### config.mk
export PLATFORM = sky130hd
export DESIGN_NAME = rot_cmd_queue
export DESIGN_NICKNAME = d
export VERILOG_FILES = /design/src/rtl/rot_cmd_queue.sv
export SDC_FILE = /design/constraint.sdc
export NUM_CORES = 1
export LEC_CHECK = 0
export CELL_PAD_IN_SITES_DETAIL_PLACEMENT = 1
export CELL_PAD_IN_SITES_GLOBAL_PLACEMENT = 1
export CORE_MARGIN = 2
export CORE_UTILIZATION = 35
export CTS_CLUSTER_DIAMETER = 80
export DETAILED_ROUTE_END_ITERATION = 6
export PLACE_DENSITY = 0.69
export SETUP_SLACK_MARGIN = 0.02
export SYNTH_ARGS = -nofsm -noshare
export SYNTH_HDL_FRONTEND = slang
export SYNTH_SLANG_ARGS = --single-unit
### constraint.sdc
create_clock -name clk -period 1.8 [get_ports clk]
set_input_delay 0.36 -clock clk [delete_from_list [all_inputs] [get_ports clk]]
set_output_delay 0.36 -clock clk [all_outputs]
set_load 0.01 [all_outputs]
### src/rtl/rot_cmd_queue.sv
// rtl/rot_cmd_queue.sv - request FIFO and registered result stage for the 8-bit left-rotator
// Define ROT_CMD_RIGHT_EN to honour in_dir; otherwise every request rotates left.
module rot_cmd_queue #(
  parameter int DEPTH = 4
) (
  input  logic                     clk,
  input  logic                     rst,
  input  logic                     flush,
  input  logic                     in_valid,
  output logic                     in_ready,
  input  logic [7:0]               in_data,
  input  logic [2:0]               in_shift,
  input  logic                     in_dir,
  output logic [7:0]               rot_x,
  output logic [2:0]               rot_shift,
  input  logic [7:0]               rot_y,
  output logic                     out_valid,
  input  logic                     out_ready,
  output logic [7:0]               out_data,
  output logic [$clog2(DEPTH):0]   count
);

  localparam int AW = $clog2(DEPTH);
  localparam int CW = AW + 1;
`ifdef ROT_CMD_RIGHT_EN
  localparam int EW = 12;
`else
  localparam int EW = 11;
`endif

  logic [EW-1:0] mem_q [DEPTH];
  logic [AW-1:0] wr_ptr_q, wr_ptr_d;
  logic [AW-1:0] rd_ptr_q, rd_ptr_d;
  logic [CW-1:0] count_q, count_d;
  logic          out_valid_q, out_valid_d;
  logic [7:0]    out_data_q, out_data_d;

  logic          empty_w;
  logic          push_w;
  logic          load_w;
  logic [EW-1:0] head_w;
  logic [EW-1:0] entry_w;
  logic [2:0]    head_shift_w;

`ifdef ROT_CMD_RIGHT_EN
  assign entry_w = {in_dir, in_shift, in_data};
`else
  logic unused_dir;
  assign unused_dir = in_dir;
  assign entry_w    = {in_shift, in_data};
`endif

  assign empty_w      = (count_q == '0);
  assign in_ready     = (count_q < CW'(DEPTH));
  assign push_w       = in_valid && in_ready;
  assign load_w       = !empty_w && (!out_valid_q || out_ready);
  assign head_w       = mem_q[rd_ptr_q];
  assign head_shift_w = head_w[10:8];

  assign rot_x = empty_w ? 8'd0 : head_w[7:0];
`ifdef ROT_CMD_RIGHT_EN
  // Right by s equals left by (8 - s) mod 8, i.e. the 3-bit negation of s.
  assign rot_shift = empty_w ? 3'd0 : (head_w[11] ? (3'd0 - head_shift_w) : head_shift_w);
`else
  assign rot_shift = empty_w ? 3'd0 : head_shift_w;
`endif

  always_comb begin
    wr_ptr_d    = wr_ptr_q;
    rd_ptr_d    = rd_ptr_q;
    count_d     = count_q;
    out_valid_d = out_valid_q;
    out_data_d  = out_data_q;
    if (flush) begin
      wr_ptr_d    = '0;
      rd_ptr_d    = '0;
      count_d     = '0;
      out_valid_d = 1'b0;
    end else begin
      if (push_w) begin
        wr_ptr_d = wr_ptr_q + AW'(1);
      end
      if (load_w) begin
        rd_ptr_d    = rd_ptr_q + AW'(1);
        out_data_d  = rot_y;
        out_valid_d = 1'b1;
      end else if (out_ready) begin
        out_valid_d = 1'b0;
      end
      case ({push_w, load_w})
        2'b10:   count_d = count_q + CW'(1);
        2'b01:   count_d = count_q - CW'(1);
        default: count_d = count_q;
      endcase
    end
  end

  always_ff @(posedge clk or posedge rst) begin
    if (rst) begin
      wr_ptr_q    <= '0;
      rd_ptr_q    <= '0;
      count_q     <= '0;
      out_valid_q <= 1'b0;
      out_data_q  <= 8'd0;
    end else begin
      wr_ptr_q    <= wr_ptr_d;
      rd_ptr_q    <= rd_ptr_d;
      count_q     <= count_d;
      out_valid_q <= out_valid_d;
      out_data_q  <= out_data_d;
    end
  end

  always_ff @(posedge clk) begin
    if (push_w && !flush) begin
      mem_q[wr_ptr_q] <= entry_w;
    end
  end

  assign out_valid = out_valid_q;
  assign out_data  = out_data_q;
  assign count     = count_q;

endmodule

==> results_dict.tcl <==
set metrics [dict create \
    holdWs_ns 0.4310 \
    routed_wl_mm 5.759 \
    grt_pass1_vias 1797 \
    wl_per_cell_um 17.56 \
    cts_max_level 3 \
    hold_viol 0 \
    finalMaxSlewViolations 0 \
    reg2reg_from "count[0]" \
    area_delta_synth_final_pct 44.87 \
    drt_pre_antenna_iters 4 \
    synthesis.area_sq_um 2501 \
    antenna_found_initial 0 \
    rows 30 \
    cp_slowest_cell "mux4_2" \
    yosysWarnings 0 \
    cp_common_cell "buf_6" \
    final_common_cell "edfxtp_1" \
    powerDensity_nw_per_um2 1579 \
    io-pin-count 49 \
    failed_checks "setup timing" \
    path_clk_slew_ns 0.07 \
    skew_ns 0.007261 \
    nets 258 \
    gp_congestion 0.8508 \
    p_leak_nw 1.398 \
    vias 1518 \
    slowest_delay_ns 0.50 \
    cpLargestDelayFamily "multiplexers" \
    dp.cells 304 \
    rsz0062_at_grt "yes" \
    cap_violations 0 \
    num_antenna_cells 0 \
    slew_headroom 0.5423 \
    worstMarginPinSlew_ns 0.6858 \
    status "complete, but fails checks" \
    synth_area_leaders "edfxtp_1 53%, dfrtp_1 16%, mux4_2 9.9%, mux2_2 3.6%, nor2b_1 3.5%" \
    synth_area_per_cell_sq_um 17.49 \
    postSynthCellCount 143 \
    start_util 0.3641 \
    pre_cts_ws_ns -0.3841 \
    clockBufferDepth 2 \
    antenna_left 0 \
    postLayoutCellArea_sq_um 3623 \
    finalCriticalPeriod_ns 2.099 \
    insertion_delay_ns 0.33 \
    end_kind "output pin" \
    ys_seq_area_frac 0.6883 \
    hp-class "in2async" \
    cp_max_fo 6 \
    hpwl_mm 4.181 \
    start_kind "register" \
    cts.sinks 60 \
    required_ns 1.44 \
    crit_chain "buf_12, buf_6, mux4_2, nor2b_4, buf_6" \
    placed_area_sq_um 3282 \
    drc_errors 0 \
    cts_buffers 9 \
    setup_viol 11 \
    fmax_mhz 476.5 \
    stdcell_count 328 \
    yosys.area.top_type "edfxtp_1" \
    yosysTopAreaCellShare 0.5283 \
    die_h_um 88.54 \
    cts_tree "built" \
    synth_cell_types 28 \
    vias_per_cell 4.628 \
    drt_iter0_drc 37 \
    crit_buf_inv 3 \
    core_area_sq_um 6869 \
    grt_start_max_net_pins 17 \
    drive_above_1_share 0.3879 \
    synth_fp_nets 173 \
    track_usage 0.1622 \
    rrSetupSlack_ns 0.08 \
    final_cell_mix "44 x edfxtp_1, 32 x clkdlybuf4s50_1, 22 x buf_4, 16 x dfrtp_1" \
    die_area_sq_um 7838 \
    cp.arrival_ns 1.74 \
    port_buffers 47 \
    fin_crit_sh 1.166 \
    r2r_end "count[2]" \
    clockRootBuffer "clkbuf_8" \
    worst-r2r-cell-count 8 \
    timing.final.ws_setup_ns -0.2988 \
    design_power_total_mw 5.722 \
    grt.overflow.total 0 \
    path_class "reg2out" \
    ir_drop_v 0.0006491 \
    grt_pass1_wl_mm 9.032 \
    synth-seq-cells 60 \
    die_x_um 88.54 \
]
## logic make-up (layout without fill, tap and decap cells)
group,count (synthesis),count (layout),synth area share
adders and majority gates,5,5,0.02802
xor gates and xnor gates,2,2,0.007005
AOI/OAI and AO/OA,8,8,0.02001
DFF,60,60,0.6883
buffers and inverters,10,99,0.02201
and+or+nand+nor,36,36,0.08704
muxes,22,22,0.1476
## registers in the layout, indices dropped and copies added (netlist names)
register / cells
out_data: 8
wr_ptr_q: 2
mem_q: 44
rd_ptr_q: 2
count: 3
out_valid: 1
## cell usage after synthesis
cell type	n
o211ai_1	1
nor3_4	2
o22ai_1	1
ha_1	4
xnor2_1	2
nor3b_1	1
buf_6	2
buf_2	2
nor2_1	10
o21ba_2	1
a31oi_1	1
mux2i_1	2
fa_1	1
clkbuf_1	2
and2_1	4
inv_1	4
o21ai_0	3
nand3_1	1
or3_1	1
dfrtp_1	16
a21oi_1	1
mux2_1	1
edfxtp_1	44
mux2_2	8
nand2b_1	2
nand2_1	1
mux4_2	11
nor2b_1	14
## worst max path at each step
stage / from / endpoint / cells past startpoint / slack (ns)
CTS: rd_ptr_q[0] / rot_x[7] / 5 / -0.34
global placement: rd_ptr_q[0] / rot_x[2] / 4 / -0.22
detailed placement: in_valid / count[2] / 8 / -0.38
floorplan: count[1] / count[2] / 7 / 0.12
finish: rd_ptr_q[0] / rot_x[7] / 5 / -0.30
global route: rd_ptr_q[0] / rot_x[2] / 5 / -0.37
## layout make-up
type / count / area [sq um]
Fill cell: 684 / 3246
Sequential cell: 60 / 1722
Multi-Input combinational cell: 73 / 788.3
Timing Repair Buffer: 80 / 788.3
Clock buffer: 10 / 137.6
Tap cell: 96 / 120.1
Clock inverter: 5 / 52.55
Inverter: 4 / 15.01
## per-stage QoR
stage	utilization	setup TNS, ns
finish	0.5275	-3.065
CTS	0.5066	-3.130
floorplan	-	0
detailed placement	0.4778	-5.430
global placement	0.4778	-3.187
global route	0.5275	-3.925
## layer usage
| metal | routed length (um) | part of all wire | up-vias | GRT usage |
|---|---|---|---|---|
| li1 | - | - | 699 | - |
| met1 | 2190 | 0.38 | 779 | 0.1801 |
| met2 | 3223 | 0.56 | 31 | 0.2905 |
| met3 | 222 | 0.039 | 9 | 0.03731 |
| met4 | 122 | 0.021 | 0 | 0.08264 |
| met5 | 0 | 0 | - | 0 |
## worst register-to-register path, delay by kind of cell (launching register included)
family	cells	cell delay [ns]
adder cells (fa/ha/maj)	1	0.36
buffers and inverters	1	0.14
AND/OR/NAND/NOR	4	0.35
AO/OA/AOI/OAI	2	0.38
flip-flops	1	0.40
## power by group
| part | leakage, nW | switching (mW) | internal (mW) |
|---|---|---|---|
| combinational | 0.700 | 1.14 | 1.58 |
| clock | 0.0979 | 0.503 | 0.661 |
| sequential | 0.600 | 0.128 | 1.71 |
| total | 1.40 | 1.77 | 3.95 |
## what timing repair did
item / 4_1_cts / 5_1_grt
setup endpoints to repair: 16 / 15
setup buffers: 6 / 3
hold buffers: 0 / 0
resized for setup: 53 / 24
pin swaps: 0 / 1
No activity file was read; power rests on OpenSTA's default activity.
